### config.mk
export PLATFORM = sky130hd
export DESIGN_NAME = stdp_update_scheduler
export DESIGN_NICKNAME = d
export VERILOG_FILES = /design/src/rtl/stdp_update_scheduler.sv
export SDC_FILE = /design/constraint.sdc
export NUM_CORES = 1
export LEC_CHECK = 0
export CAP_MARGIN = 20
export CORE_MARGIN = 2
export CORE_UTILIZATION = 44
export CTS_BUF_LIST = sky130_fd_sc_hd__clkbuf_8
export DETAILED_ROUTE_END_ITERATION = 10
export PLACE_DENSITY = 0.72
export SLEW_MARGIN = 20
export SYNTH_ARGS = -nofsm -noshare
export SYNTH_HDL_FRONTEND = slang
export SYNTH_SLANG_ARGS = --single-unit
export TNS_END_PERCENT = 5
### constraint.sdc
create_clock -name clk -period 11.95 [get_ports clk]
set_input_delay 2.39 -clock clk [delete_from_list [all_inputs] [get_ports clk]]
set_output_delay 2.39 -clock clk [all_outputs]
set_load 0.01 [all_outputs]
### src/rtl/stdp_update_scheduler.sv
// stdp_update_scheduler: turns pre/post spike pairings into round-robin STDP update requests.
// Define STDP_SCHED_STATS_EN to build the saturating issued-LTP/LTD counters.
module stdp_update_scheduler #(
    parameter int N_PRE  = 5,
    parameter int TW     = 8,
    parameter int WINDOW = 64
) (
    input  logic             clk,
    input  logic             rst_n,
    input  logic             ena,
    input  logic [N_PRE-1:0] pre_spike,
    input  logic             post_spike,
    output logic             upd_valid,
    input  logic             upd_ready,
    output logic [2:0]       upd_chan,
    output logic             upd_ltp,
    output logic [TW-1:0]    upd_dt,
    output logic             busy,
    output logic             overflow,
    output logic [7:0]       stat_ltp,
    output logic [7:0]       stat_ltd
);
    localparam logic [TW-1:0]    WIN = TW'(WINDOW);
    localparam logic [TW-1:0]    MAX = '1;
    localparam logic [N_PRE-1:0] ONE = 1;

    typedef enum logic {IDLE, OFFER} state_t;
    state_t state_q, state_d;

    logic [TW-1:0]    pre_t_q [N_PRE];
    logic [TW-1:0]    post_t_q;
    logic [TW-1:0]    dt_ltp_q [N_PRE];
    logic [TW-1:0]    dt_ltd_q [N_PRE];
    logic [N_PRE-1:0] ltp_pend_q, ltd_pend_q, ltp_cap, ltd_cap, iss_ltp, iss_ltd;
    logic [2:0]       rr_q, upd_chan_q, sel_chan, j;
    logic             upd_ltp_q, overflow_q, sel_found, sel_ltp, hs, any_pend;
    logic [TW-1:0]    upd_dt_q, sel_dt;

    assign hs        = (state_q == OFFER) && upd_ready;
    assign any_pend  = |{ltp_pend_q, ltd_pend_q};
    assign upd_valid = (state_q == OFFER);
    assign upd_chan  = upd_chan_q;
    assign upd_ltp   = upd_ltp_q;
    assign upd_dt    = upd_dt_q;
    assign overflow  = overflow_q;
    assign busy      = any_pend || upd_valid;
    assign iss_ltp   = (hs && upd_ltp_q) ? ONE << upd_chan_q : '0;
    assign iss_ltd   = (hs && !upd_ltp_q) ? ONE << upd_chan_q : '0;

    always_comb begin
        ltp_cap = '0;
        ltd_cap = '0;
        for (int i = 0; i < N_PRE; i++) begin
            ltp_cap[i] = ena && post_spike && (pre_spike[i] || pre_t_q[i] <= WIN);
            ltd_cap[i] = ena && pre_spike[i] && !post_spike && (post_t_q <= WIN);
        end
    end

    // First channel at or after rr_q (with wrap) that has anything pending.
    always_comb begin
        sel_found = 1'b0;
        sel_chan  = '0;
        j         = '0;
        for (int k = 0; k < N_PRE; k++) begin
            j = 3'((32'(rr_q) + k) % N_PRE);
            if (!sel_found && (ltp_pend_q[j] || ltd_pend_q[j])) begin
                sel_found = 1'b1;
                sel_chan  = j;
            end
        end
        sel_ltp = !ltd_pend_q[sel_chan];
        sel_dt  = sel_ltp ? dt_ltp_q[sel_chan] : dt_ltd_q[sel_chan];
    end

    always_comb begin
        state_d = state_q;
        if (state_q == IDLE) state_d = any_pend ? OFFER : IDLE;
        else                 state_d = upd_ready ? IDLE : OFFER;
    end

    always_ff @(posedge clk or negedge rst_n) begin
        if (!rst_n) begin
            state_q    <= IDLE;
            post_t_q   <= MAX;
            ltp_pend_q <= '0;
            ltd_pend_q <= '0;
            rr_q       <= '0;
            upd_chan_q <= '0;
            upd_ltp_q  <= 1'b0;
            upd_dt_q   <= '0;
            overflow_q <= 1'b0;
            for (int i = 0; i < N_PRE; i++) begin
                pre_t_q[i]  <= MAX;
                dt_ltp_q[i] <= '0;
                dt_ltd_q[i] <= '0;
            end
        end else begin
            state_q <= state_d;
            if (ena) begin
                post_t_q <= post_spike ? '0 : (post_t_q == MAX) ? MAX : post_t_q + 1'b1;
                for (int i = 0; i < N_PRE; i++)
                    pre_t_q[i] <= pre_spike[i] ? '0 : (pre_t_q[i] == MAX) ? MAX : pre_t_q[i] + 1'b1;
            end
            // A capture landing on the bit being issued wins and stays pending.
            ltp_pend_q <= (ltp_pend_q & ~iss_ltp) | ltp_cap;
            ltd_pend_q <= (ltd_pend_q & ~iss_ltd) | ltd_cap;
            for (int i = 0; i < N_PRE; i++) begin
                if (ltp_cap[i]) dt_ltp_q[i] <= pre_spike[i] ? '0 : pre_t_q[i];
                if (ltd_cap[i]) dt_ltd_q[i] <= post_t_q;
            end
            overflow_q <= overflow_q || |((ltp_cap & ltp_pend_q & ~iss_ltp) | (ltd_cap & ltd_pend_q & ~iss_ltd));
            if (state_q == IDLE && sel_found) begin
                upd_chan_q <= sel_chan;
                upd_ltp_q  <= sel_ltp;
                upd_dt_q   <= sel_dt;
            end
            if (hs) rr_q <= (upd_chan_q == 3'(N_PRE - 1)) ? '0 : upd_chan_q + 3'd1;
        end
    end

`ifdef STDP_SCHED_STATS_EN
    logic [7:0] stat_ltp_q, stat_ltd_q;
    always_ff @(posedge clk or negedge rst_n) begin
        if (!rst_n) begin
            stat_ltp_q <= '0;
            stat_ltd_q <= '0;
        end else if (hs) begin
            if (upd_ltp_q && stat_ltp_q != 8'hff)  stat_ltp_q <= stat_ltp_q + 8'd1;
            if (!upd_ltp_q && stat_ltd_q != 8'hff) stat_ltd_q <= stat_ltd_q + 8'd1;
        end
    end
    assign stat_ltp = stat_ltp_q;
    assign stat_ltd = stat_ltd_q;
`else
    assign stat_ltp = '0;
    assign stat_ltd = '0;
`endif
endmodule

# [After elaboration in Yosys (flattened, before gate mapping)]
# Index checks and enable logic that the tools add are counted.
[classes] n_bitwise=13 add_sub_neg=11 n_eq_ne=7 div=5 order_cmp=13 reduce_logical=50 muxes=62 n_shift=1
[op_table] operator="$mux W8" n=22
[op_table] operator="$mod A32 B3 Y32 const B" n=4
[op_table] operator="$add A8 B1 Y8 const B" n=6
[op_table] operator="$bmux W8 S3" n=2
[op_table] operator="$eq A8 B8 Y1 const B" n=6
[op_table] operator="$le A8 B7 Y1 const B" n=6
[op_table] operator="$bmux W1 S3" n=11
[op_table] operator="$mod A3 B3 Y32 const B" n=1
[op_table] operator="$and A5 B5 Y5" n=6
[op_table] operator="$logic_and A1 B1 Y1" n=29
[op_table] operator="$lt A3 B4 Y1 const B" n=6
[op_table] operator="$mux W1" n=19
[op_table] operator="$mux W3" n=6
[op_table] operator="$or A5 B5 Y5" n=3
[op_table] operator="$logic_or A1 B1 Y1" n=12
[op_table] operator="$mux W5" n=2
[op_table] operator="$not A5 Y5" n=2
[op_table] operator="$reduce_or A10 Y1" n=1
[op_table] operator="$add A3 B2 Y4 const B" n=2
[op_table] operator="$logic_not A1 Y1" n=7
[op_table] operator="$reduce_or A5 Y1" n=1
[op_table] operator="$shl A1 B3 Y5 const A" n=1
[op_table] operator="$add A3 B1 Y4 const B" n=1
[op_table] operator="$add A3 B3 Y4 const B" n=1
[op_table] operator="5 further kinds" n=5
[word_totals] out_inout_bits=31 ff_bits=155 inputBits=10

# [Longest topological paths before layout]
[depth] depth_word=22 mapped_depth=26 mapped_depth_nobuf=21

# [Least setup slack after synthesis]
# Ideal clock, no wire load.
[synth_path] path_kind="reg-to-reg" start="register rr_q[0]" end="register upd_dt_q[0] (netlist: upd_dt[0])" slack_ns=7.186 t_required_ns=11.860 t_arrival_ns=4.674 setup_time_ns=0.090 path_buffers=5 stages_incl_launch_ff=26 cell_sequence="dfrtp_1 -> buf_6 -> clkbuf_8 -> inv_1 -> ha_1 -> clkbuf_2 -> inv_1 -> ha_1 -> inv_1 -> ha_1 -> nor3_1 -> nor3_1 -> or2_4 -> ha_1 -> nor2_1 -> o22ai_2 -> a311o_1 -> a32oi_2 -> nand2b_2 -> o41ai_2 -> a21o_2 -> buf_12 -> buf_12 -> mux2i_1 -> mux2i_1 -> o221ai_1"
[synth_between] elab_chain_len=22
[synth_rtl] element="start, declared" line="35" source="logic [2:0] rr_q, upd_chan_q, sel_chan, j;"
[synth_rtl] element="start signal, assigned" line="117" source="if (hs) rr_q <= (upd_chan_q == 3'(N_PRE - 1)) ? '0 : upd_chan_q + 3'd1;"
[synth_rtl] element="branches (longest 22 deep; another with $mod A32 B3 Y32)"
[synth_rtl] element="end signal, assigned" line="115" source="upd_dt_q <= sel_dt;"
[synth_rtl] element="end, declared" line="37" source="logic [TW-1:0] upd_dt_q, sel_dt;"
# Parallel ways; which one is timed is not known. The select of a mux whose other input is x is not followed.
# A chain may end at the register's enable or synchronous reset.

# [Final worst setup path]
[layout_path] start="register rr_q[0]" end="register upd_ltp_q (netlist: upd_ltp)"
[layout_between] elab_chain_len=20
[layout_rtl] element="branches (longest 20 deep; another with $mod A32 B3 Y32)"
[layout_rtl] element="end signal, assigned" line="114" source="upd_ltp_q <= sel_ltp;"
[layout_rtl] element="end, declared" line="36" source="logic upd_ltp_q, overflow_q, sel_found, sel_ltp, hs, any_pend;"
# Parallel ways; which one is timed is not known. The select of a mux whose other input is x is not followed.

==> run_results.csv <==
group,metric,value,unit
run_status,outcome,"completed",
floorplan,start_util,0.445,
global_route,grt_pass1_wl,36700,um
worst_setup_path,end_kind,"register",
detailed_routing,vias_per_cell,5.85,
sta,slew_viol_final,0,
detailed_routing,routed-wl-met2,10200,um
sta,period_needed,5580,ps
worst_setup_path,start_kind,"register",
logic_synthesis,syn_avg_cell_area,9.62,sq um
finish,final_cell_mix,"dfrtp_1, nand2_1, a21oi_1",
floorplan,die_height,152,um
clocking,h-tree-depth,4,
detailed_routing,detail_route.wl_per_cell,17.2,um
place,hpwlAfterDp,15600,um
sta,fin_crit_sh,0.467,
sta,skew,12.2,ps
finish,final_nets,1030,
finish,final_common_cell,"dfrtp_1",
finish,register_area,3940,sq um
detailed_routing,topRoutingLayerUsed,"met4",
detailed_routing,dr.pass1.iters,6,
global_route,grt_max_degree,99,
clocking,clk_pin_slew_worst_paths,90,ps
global_route,grt_remaining_overflow,0,
logic_synthesis,async_flop_share,1.00,
sta,hold_slack,486,ps
pwr,p_leak,4.53,nW
floorplan,core,21700,sq um
sta,grt_setup_unrepaired,"no",
sta,finalSetupTns,0,ps
pwr,peakVddDrop,0.000153,V
logic_synthesis,synth_edf_count,0,
clocking,clockBufferDepth,2,
worst_setup_path,reg2reg_to,"upd_ltp$_DFFE_PN0P_",
detailed_routing,drc,0,
place,gp_congestion,0.880,
pwr,fin_total_pwr,2.42,mW
floorplan,num_rows,54,
place,numPortBuffers,24,
worst_hold_path,hold_path_startpoint,"dt_ltd_q[24]$_DFFE_PN0P_",
detailed_routing,ant_nets,0,
detailed_routing,drt-total-wl,21900,um
worst_setup_path,crit_fanout,30,
logic_synthesis,ys_types,93,
logic_synthesis,syn_inst,1003,
worst_hold_path,holdPathEnd,"dt_ltd_q[24]$_DFFE_PN0P_",
finish,n_antenna_cell,0,
global_route,gr-usage-all-layers,0.193,
sta,max_slew_margin,0.386,
finish,drive_above_1_share,0.165,
flow_run,max_cap_viol_count,0,
finish,fillers,2029,
clocking,post_cts_resized,0,
floorplan,ios,41,
sta,finalSetupViolCount,0,
detailed_routing,wl_met1,10400,um
floorplan,die_w,152,um
finish,synthToLayoutAreaGrowth,6.14,%
detailed_routing,drt_iter0_drc,516,
global_route,antenna_found_initial,0,
clocking,cts-hold-fix-buffers,0,
logic_synthesis,netlist_area,9650,sq um
worst_hold_path,hold_path_depth,2,
clocking,clkSinkCount,155,
worst_setup_path,r2r_slack,6370,ps
detailed_routing,wl_met3,916,um
worst_setup_path,reg2reg_depth,22,
clocking,cts_root_buf,"clkbuf_8",
sta,fmax,179,MHz
worst_setup_path,crit_required,12360,ps
global_route,grt_pass1_vias,7079,
worst_hold_path,worstHoldPathType,"register to register",
clocking,cts_setup_buffers,0,
worst_setup_path,crit_type,"register to register",
logic_synthesis,synth-main-ff-cell,"dfrtp_1",
finish,final_util,0.472,
logic_synthesis,ys.warnings.count,0,
pwr,powerDensity,236,nW/um^2
logic_synthesis,ys_ff_latch,155,
sta,final_hold_viol_count,0,
clocking,cts_tree,"yes",
logic_synthesis,yosysSeqAreaShare,0.408,
floorplan,die_area,23100,sq um
worst_setup_path,cp.arrival,5980,ps
sta,worst-slew-pin-transition,922,ps
detailed_routing,vias,7474,
worst_setup_path,reg2reg_from,"rr_q[0]$_DFFE_PN0P_",
finish,multi_input_area,5110,sq um
clocking,tritoncts.num_buffers,17,
clocking,clk_latency,460,ps
==> worst max-delay path by stage <==
stage                                    from                     to  slack (ps)  cells past startpoint
after CTS                 rr_q[0]$_DFFE_PN0P_    upd_ltp$_DFFE_PN0P_        6430                     22
after global routing      rr_q[0]$_DFFE_PN0P_    upd_ltp$_DFFE_PN0P_        6010                     22
final                     rr_q[0]$_DFFE_PN0P_    upd_ltp$_DFFE_PN0P_        6370                     22
after detailed placement  rr_q[0]$_DFFE_PN0P_    upd_ltp$_DFFE_PN0P_        6450                     22
after floorplan           rr_q[0]$_DFFE_PN0P_  upd_dt[0]$_DFFE_PN0P_        7190                     25
after global placement    rr_q[0]$_DFFE_PN0P_    upd_ltp$_DFFE_PN0P_        6690                     21
==> critical path, cell delays in order, from the launching register on <==
cell	delay [ps]
dfrtp_1	370
buf_4	240
inv_1	240
ha_1	380
inv_1	100
ha_1	370
inv_1	90
ha_1	220
nor3_1	220
nor3_1	130
or2_4	280
ha_1	220
inv_1	80
nor2_1	50
o22ai_2	290
o311ai_1	210
a32oi_2	280
nand2b_2	120
o41ai_2	330
a21o_2	540
mux2_2	410
mux2i_1	140
o221a_2	200
==> cell usage after synthesis (all sizes together) (7+ instances only) <==
master	instances	area (sq um)
dfstp	48	1260
buf	29	260
a31oi	10	62.6
nor2	41	154
a21o	12	91.3
nand2	101	379
mux2i	72	733
o221ai	7	61.3
dfrtp	107	2680
and2	11	68.8
nand4	10	62.6
mux2	31	353
nand3b	7	52.6
o21bai	7	52.6
o41ai	20	183
o21a	8	60.1
ha	35	438
or2	8	52.6
a21oi	82	444
o211ai	7	57.6
and3	13	81.3
nand3	14	70.1
o21ai	82	410
o31ai	7	52.6
nor3	12	65.1
nand2b	14	90.1
nor2b	9	56.3
a31o	19	166
inv	44	165
clkbuf	51	223
a41oi	13	114
==> area by class of cell <==
| class | instances | area share |
|---|---|---|
| Clock buffer | 20 | 0.0269 |
| Clock inverter | 12 | 0.0121 |
| Inverter | 44 | 0.0161 |
| Multi-Input combinational cell | 738 | 0.499 |
| Sequential cell | 155 | 0.385 |
| Tap cell | 280 | 0.0342 |
| Timing Repair Buffer | 29 | 0.0268 |
==> logic make-up (layout without fill, tap and decap cells) <==
logic type,after synthesis,after routing,share of synthesized area
compound gates,312,312,0.220
xor+xnor,7,7,0.00713
fa+ha+maj,35,35,0.0454
buf+inv,125,105,0.0681
flops,155,155,0.408
mux,103,103,0.113
other cells,1,16,0.000389
simple gates,265,265,0.138
==> routing by layer <==
metal  vias up  GRT usage
met5         -          0
met4         0     0.0556
met3        38     0.0419
met2       189      0.304
met1      3644      0.270
li1       3603          -
==> where the power goes <==
| group | switching, mW | internal, mW | total [mW] |
|---|---|---|---|
| registers | 0.0885 | 0.581 | 0.669 |
| clock network | 0.198 | 0.200 | 0.398 |
| logic | 0.771 | 0.578 | 1.35 |
| total | 1.06 | 1.36 | 2.42 |
==> sequential cells by signal, indices dropped and copies added, names as in the netlist <==
| name | cells |
|---|---|
| ltp_pend_q | 5 |
| dt_ltp_q | 40 |
| upd_chan | 3 |
| post_t_q | 8 |
| ltd_pend_q | 5 |
| upd_dt | 8 |
| upd_valid | 1 |
| overflow | 1 |
| rr_q | 3 |
| dt_ltd_q | 40 |
| pre_t_q | 40 |
| upd_ltp | 1 |
==> metrics by stage <==
step / worst slack (ps) / area (sq um) / instances
global placement: 6690 / 9830 / 1245
detailed placement: 6450 / 9830 / 1245
CTS: 6430 / 10200 / 1277
finish: 6370 / 10200 / 1278
global route: 6010 / 10200 / 1278
floorplan: 7190 / 9700 / 1018
Note: power is estimated with default switching activity, not from simulation.
